===== config.mk =====
export PLATFORM = sky130hd
export DESIGN_NAME = fifo_spi_serializer_flat
export DESIGN_NICKNAME = d
export VERILOG_FILES = /design/src/rtl/fifo_spi_serializer_if.sv /design/src/rtl/fifo_spi_serializer.sv /design/src/flat_wrapper.sv
export SDC_FILE = /design/constraint.sdc
export NUM_CORES = 1
export LEC_CHECK = 0
export ABC_CLOCK_PERIOD_IN_PS = 3850
export BUFFER_PORTS_ARGS = -buffer_cell sky130_fd_sc_hd__clkbuf_2
export CORE_AREA = 2 2 74 76
export DETAILED_ROUTE_END_ITERATION = 10
export DIE_AREA = 0 0 76 78
export HOLD_SLACK_MARGIN = 0.08
export PLACE_DENSITY = 0.89
export SLEW_MARGIN = 0
export SYNTH_ARGS = -nofsm -noshare
export SYNTH_HDL_FRONTEND = slang
export SYNTH_SLANG_ARGS = --single-unit

===== constraint.sdc =====
create_clock -name clk -period 3.85 [get_ports clk]
set_input_delay 0.77 -clock clk [delete_from_list [all_inputs] [get_ports clk]]
set_output_delay 0.77 -clock clk [all_outputs]
set_load 0.05 [all_outputs]

===== src/rtl/fifo_spi_serializer_if.sv =====
// Pin bundle between the serializer, the upstream FIFO read port and the SPI pads.
// master = serializer side, slave = FIFO/pad side.
interface fifo_spi_serializer_if #(
   parameter int DATA_WIDTH = 16
);
   logic [DATA_WIDTH-1:0] fifo_rd_data;
   logic                  fifo_empty;
   logic                  fifo_rd_en;
   logic                  sclk;
   logic                  mosi;
   logic                  cs_n;

   modport master (
      input  fifo_rd_data,
      input  fifo_empty,
      output fifo_rd_en,
      output sclk,
      output mosi,
      output cs_n
   );

   modport slave (
      output fifo_rd_data,
      output fifo_empty,
      input  fifo_rd_en,
      input  sclk,
      input  mosi,
      input  cs_n
   );
endinterface


===== src/rtl/fifo_spi_serializer.sv =====
// Pops words from a registered-read FIFO and shifts each one out MSB-first as one
// SPI mode-0 frame (sclk idle low, mosi updated on the falling edge), with a cs_n gap.
module fifo_spi_serializer #(
   parameter int DATA_WIDTH = 16,
   parameter int CLK_DIV    = 4,
   parameter int CS_GAP     = 2
) (
   input  logic                   clk,
   input  logic                   reset,
   input  logic                   enable,
   fifo_spi_serializer_if.master  bus,
   output logic                   busy,
   output logic [31:0]            words_sent,
   output logic                   underflow
);

   localparam int BIT_W = $clog2(DATA_WIDTH);
   localparam int DIV_W = (CLK_DIV > 1) ? $clog2(CLK_DIV) : 1;
   localparam int GAP_W = (CS_GAP > 1) ? $clog2(CS_GAP) : 1;

   typedef enum logic [1:0] {
      ST_IDLE,
      ST_FETCH,
      ST_SHIFT,
      ST_GAP
   } state_t;

   state_t                state_q, state_d;
   logic [DATA_WIDTH-1:0] shreg_q, shreg_d;
   logic [BIT_W-1:0]      bit_cnt_q, bit_cnt_d;
   logic [DIV_W-1:0]      div_cnt_q, div_cnt_d;
   logic [GAP_W-1:0]      gap_cnt_q, gap_cnt_d;
   logic                  sclk_q, sclk_d;
   logic                  mosi_q, mosi_d;
   logic                  cs_n_q, cs_n_d;
   logic                  empty_q;
   logic                  underflow_q, underflow_d;
   logic [31:0]           words_sent_q;
   logic [31:0]           words_sent_d;
   logic                  word_done;
   logic                  ready;
   logic                  div_last;
   logic                  gap_last;

   // A word written into an empty FIFO is only readable one cycle after the flag drops,
   // so the delayed flag must also show non-empty before a fetch is allowed.
   assign ready    = enable & ~bus.fifo_empty & ~empty_q;
   assign div_last = (div_cnt_q == DIV_W'(CLK_DIV - 1));
   assign gap_last = (gap_cnt_q == GAP_W'(CS_GAP - 1));

   always_comb begin
      state_d     = state_q;
      shreg_d     = shreg_q;
      bit_cnt_d   = bit_cnt_q;
      div_cnt_d   = div_cnt_q;
      gap_cnt_d   = gap_cnt_q;
      sclk_d      = sclk_q;
      mosi_d      = mosi_q;
      cs_n_d      = cs_n_q;
      underflow_d = underflow_q;
      word_done   = 1'b0;

      case (state_q)
         ST_IDLE: begin
            cs_n_d = 1'b1;
            sclk_d = 1'b0;
            if (ready) begin
               state_d = ST_FETCH;
            end
         end

         ST_FETCH: begin
            shreg_d   = bus.fifo_rd_data;
            bit_cnt_d = BIT_W'(DATA_WIDTH - 1);
            div_cnt_d = '0;
            cs_n_d    = 1'b0;
            mosi_d    = bus.fifo_rd_data[DATA_WIDTH-1];
            state_d   = ST_SHIFT;
         end

         ST_SHIFT: begin
            if (div_last) begin
               div_cnt_d = '0;
               sclk_d    = ~sclk_q;
               // Data only moves on the falling edge; the rising edge is the sample point.
               if (sclk_q) begin
                  if (bit_cnt_q == '0) begin
                     cs_n_d    = 1'b1;
                     mosi_d    = 1'b0;
                     word_done = 1'b1;
                     gap_cnt_d = '0;
                     state_d   = ST_GAP;
                  end else begin
                     shreg_d   = shreg_q << 1;
                     mosi_d    = shreg_q[DATA_WIDTH-2];
                     bit_cnt_d = bit_cnt_q - BIT_W'(1);
                  end
               end
            end else begin
               div_cnt_d = div_cnt_q + DIV_W'(1);
            end
         end

         ST_GAP: begin
            cs_n_d = 1'b1;
            if (gap_last) begin
               if (enable && bus.fifo_empty) begin
                  underflow_d = 1'b1;
               end
               state_d = ready ? ST_FETCH : ST_IDLE;
            end else begin
               gap_cnt_d = gap_cnt_q + GAP_W'(1);
            end
         end

         default: begin
            state_d = ST_IDLE;
         end
      endcase
   end

   assign words_sent_d = word_done ? (words_sent_q + 32'd1) : words_sent_q;

   always_ff @(posedge clk) begin
      if (reset) begin
         state_q      <= ST_IDLE;
         shreg_q      <= '0;
         bit_cnt_q    <= '0;
         div_cnt_q    <= '0;
         gap_cnt_q    <= '0;
         sclk_q       <= 1'b0;
         mosi_q       <= 1'b0;
         cs_n_q       <= 1'b1;
         empty_q      <= 1'b1;
         underflow_q  <= 1'b0;
         words_sent_q <= '0;
      end else begin
         state_q      <= state_d;
         shreg_q      <= shreg_d;
         bit_cnt_q    <= bit_cnt_d;
         div_cnt_q    <= div_cnt_d;
         gap_cnt_q    <= gap_cnt_d;
         sclk_q       <= sclk_d;
         mosi_q       <= mosi_d;
         cs_n_q       <= cs_n_d;
         empty_q      <= bus.fifo_empty;
         underflow_q  <= underflow_d;
         words_sent_q <= words_sent_d;
      end
   end

   assign bus.fifo_rd_en = (state_q == ST_FETCH);
   assign bus.sclk       = sclk_q;
   assign bus.mosi       = mosi_q;
   assign bus.cs_n       = cs_n_q;
   assign busy           = (state_q != ST_IDLE);
   assign words_sent     = words_sent_q;
   assign underflow      = underflow_q;

endmodule

===== src/flat_wrapper.sv =====
// flat-port wrapper written by rule: the top's interface ports become plain ports
module fifo_spi_serializer_flat 
#(
   parameter int DATA_WIDTH = 16,
   parameter int CLK_DIV    = 4,
   parameter int CS_GAP     = 2
)
  (clk, reset, enable, busy, words_sent, underflow, bus_fifo_rd_data, bus_fifo_empty, bus_fifo_rd_en, bus_sclk, bus_mosi, bus_cs_n);
  fifo_spi_serializer_if #(.DATA_WIDTH(DATA_WIDTH)) bus_i ();
  input  logic clk;
  input  logic reset;
  input  logic enable;
  output logic busy;
  output logic [31:0] words_sent;
  output logic underflow;
  input wire logic [$bits(bus_i.fifo_rd_data)-1:0] bus_fifo_rd_data;
  input wire logic [$bits(bus_i.fifo_empty)-1:0] bus_fifo_empty;
  output wire logic [$bits(bus_i.fifo_rd_en)-1:0] bus_fifo_rd_en;
  output wire logic [$bits(bus_i.sclk)-1:0] bus_sclk;
  output wire logic [$bits(bus_i.mosi)-1:0] bus_mosi;
  output wire logic [$bits(bus_i.cs_n)-1:0] bus_cs_n;
  assign bus_i.fifo_rd_data = bus_fifo_rd_data;
  assign bus_i.fifo_empty = bus_fifo_empty;
  assign bus_fifo_rd_en = bus_i.fifo_rd_en;
  assign bus_sclk = bus_i.sclk;
  assign bus_mosi = bus_i.mosi;
  assign bus_cs_n = bus_i.cs_n;
  fifo_spi_serializer #(.DATA_WIDTH(DATA_WIDTH), .CLK_DIV(CLK_DIV), .CS_GAP(CS_GAP)) u_core (.clk(clk), .reset(reset), .enable(enable), .bus(bus_i), .busy(busy), .words_sent(words_sent), .underflow(underflow));
endmodule

==> reports/results.tsv <==
stage	metric	value	unit
critical_path	critical path endpoint	u_core.words_sent[15]$_SDFFE_PP0P_	
clock_network	CTS buffer count	9	
power_and_ir_drop	power per cell area	528	nW/um2
timing	TNS Setup	0	ns
clock_network	worst skew pair latency	0.34	ns
floorplan	core footprint	5040	um2
layout	Antenna Cells	0	
grt	grt ovf	0	
power_and_ir_drop	Pwr Total	1820	uW
yosys	Top FF cell, synth	dfxtp_1	
layout	Non-Filler Instances	457	
yosys	share of the synthesized area in the top cell type	0.412	
route	post-route ant nets	0	
grt	Tot GR Track Use	0.230	
critical_path	Worst setup EP type	flip-flop	
clock_network	CTS Root Cell	clkbuf_8	
yosys	ys async rst share	0	
floorplan	Ports	58	
critical_path	Reg2Reg Setup Slack	1.20	ns
clock_network	CTS tree	built	
clock_network	number of H-tree levels	3	
timing	maximum clock frequency	377	MHz
clock_network	cts hold-fix bufs	0	
critical_path	Arrival @ worst endpoint	2.91	ns
floorplan	Die X	76	um
yosys	Synth area leader	dfxtp_1	
min_path	Hold Startpoint	u_core.bus.mosi$_SDFFE_PP0P_	
layout	share of cells above drive strength 1	0.212	
yosys	post-synthesis register bit count	61	
power_and_ir_drop	Peak VDD IR	0.000369	V
route	Via density	5.93	
critical_path	Worst Reg-to-Reg Cells	7	
clock_network	cts repair resizes	0	
yosys	register area share after synthesis	0.412	
timing	final setup vio count	0	
place	routability cong.	0.866	
grt	first-pass GRT wire length	11100	um
critical_path	R2R Path End	u_core.words_sent[15]$_SDFFE_PP0P_	
timing	clk_skew	0.0131	ns
min_path	hold crit path type	flip-flop to flip-flop	
critical_path	required time worst endpoint	4.11	ns
critical_path	Critical Path Fanout Max	26	
yosys	Cell Area, Synth	2960	um2
clock_network	register clock-pin slew on the reported worst setup and hold paths	0.07	ns
critical_path	crit path from	u_core.state_q[0]$_SDFFE_PP0P_	
clock_network	clk sinks	61	
yosys	Avg Cell Area, Syn	8.87	um2
timing	Fin. Hold Viols	0	
grt	largest net degree at the start of global routing	49	
yosys	most common cell in the synthesized netlist	dfxtp_1	
clock_network	Post-CTS Setup Repair Bufs	0	
layout	Final Core Density	0.685	
yosys	Mapped Nets	362	
timing	Worst Max-Slew Pin Slew	0.958	ns
floorplan	Rows	26	
timing	RSZ-0062 raised after global routing	no	
place	port bufs	57	
critical_path	worst path cell trace	inv_1 -> ha_1 -> buf_4 -> and3_1 -> nand4_1 -> or4_1 -> a21oi_1	
route	DRT Pass-1 Iters	4	
critical_path	CP max stage delay	0.64	ns
yosys	EDFF count, synth	0	
yosys	Synth Instances	334	
route	DRC Markers	0	
route	Post-Route WL	6430	um
critical_path	Critical-path top delay cell	or4_1	
grt	vias in the first global route	2512	
critical_path	startpoint types	flip-flop	
yosys	Synth area leaders	dfxtp_1 41%, a21oi_1 4.7%, mux2i_1 4.7%	
route	DR iter-0 viols	182	
timing	max-slew violations	0	
route	Avg WL per Cell	14.1	um
timing	Period minus WS final	2.65	ns
place	dpl cells	441	
floorplan	Die Ht	78	um
grt	initial antenna violation count	0	
timing	worst hold margin	0.478	ns
layout	nets@finish	410	
clock_network	Max Buffers Root-to-Sink	2	
yosys	Synth cell types	45	
yosys	Synth Warn #	0	
status	status	finished, final reports clean	
floorplan	initial core utilization	0.588	
timing	final cycle utilization of the critical path	0.688	
timing	Rel. slew slack	0.361	
floorplan	die area	5930	um2
critical_path	worst setup path category	flip-flop to flip-flop	
power_and_ir_drop	P_leak	0.00130	uW
route	vias after detailed routing	2709	
critical_path	worst flop-to-flop path startpoint	u_core.state_q[0]$_SDFFE_PP0P_	
layout	area grow syn2layout	16.5	%
job	Max-Cap Viols	0	
place	DP HPWL	4430	um
yosys	Commonest cells post-synth	61 x dfxtp_1, 34 x nor2_1, 28 x a21oi_1	
layer usage:
metal,wire (um),global-route usage,vias up
met1,2780,0.271,1263
li1,-,-,1351
met3,399,0.0733,9
met2,3140,0.382,86
met4,110,0.105,0
met5,0,0,-
sequential cells by signal (all words and copies together) (netlist names), 2 cells and up:
| name | count |
|---|---|
| u_core.shreg_q | 15 |
| u_core.state_q | 2 |
| u_core.div_cnt_q | 2 |
| u_core.words_sent | 32 |
| u_core.bit_cnt_q | 4 |
final cells by class:
type	instances	area, um2
timing repair buffer	60	308
tap	70	87.6
fill	421	1590
clock inverter	4	47.5
multi-input combinational	241	1610
inverter	9	33.8
sequential	61	1220
clock buffer	12	145
power by group:
group / internal (uW) / total (uW) / switching (uW) / leakage, uW
logic: 188 / 491 / 303 / 0.000704
clock network: 315 / 560 / 245 / 0.0000964
registers: 714 / 772 / 58.8 / 0.000495
worst max-delay path, delay by kind of cell (launching register included):
family | cells | cell delay [ns]
adder cells (fa/ha/maj) | 1 | 0.16
flip-flops | 1 | 0.34
AND/OR/NAND/NOR | 3 | 1.43
AO/OA/AOI/OAI | 1 | 0.17
buffers and inverters | 2 | 0.46
metrics by stage:
step | setup slack, ns | cell area [um2]
5_1_grt | 0.955 | 3450
4_1_cts | 1.20 | 3450
6_report | 1.20 | 3450
3_3_place_gp | 1.39 | 3260
2_1_floorplan | 1.72 | 2960
3_5_place_dp | 1.23 | 3260
worst min path at each step:
stage | slack (ns) | depth (start not counted) | end
floorplan | 0.45 | 2 | u_core.div_cnt_q[1]$_SDFFE_PP0P_
detailed placement | 0.47 | 2 | u_core.bus.mosi$_SDFFE_PP0P_
CTS | 0.48 | 2 | u_core.bus.mosi$_SDFFE_PP0P_
global route | 0.51 | 2 | u_core.words_sent[31]$_SDFFE_PP0P_
global placement | 0.45 | 2 | u_core.bus.mosi$_SDFFE_PP0P_
finish | 0.48 | 2 | u_core.bus.mosi$_SDFFE_PP0P_
layout by cell type (no fill, tap or decap), types with 3 or more instances in the layout:
| master | n |
|---|---|
| nor2_1 | 34 |
| o31ai_1 | 17 |
| inv_1 | 9 |
| nor3_1 | 5 |
| nand4_1 | 9 |
| o21ai_0 | 8 |
| mux2i_1 | 14 |
| clkbuf_2 | 57 |
| a211oi_1 | 17 |
| and4_1 | 8 |
| clkbuf_8 | 10 |
| or3_1 | 5 |
| or4_1 | 17 |
| and3_1 | 5 |
| ha_1 | 8 |
| a22oi_1 | 4 |
| nand3_1 | 16 |
| buf_4 | 3 |
| a21oi_1 | 28 |
| nand2_1 | 12 |
| xor2_1 | 7 |
| dfxtp_1 | 61 |
logic make-up after synthesis:
logic type,synth area share
xor+xnor,0.0266
buf+inv,0.0460
mux,0.0511
simple gates,0.252
fa+ha+maj,0.0338
flops,0.412
compound gates,0.179
Power figures use the tool's default switching activity.
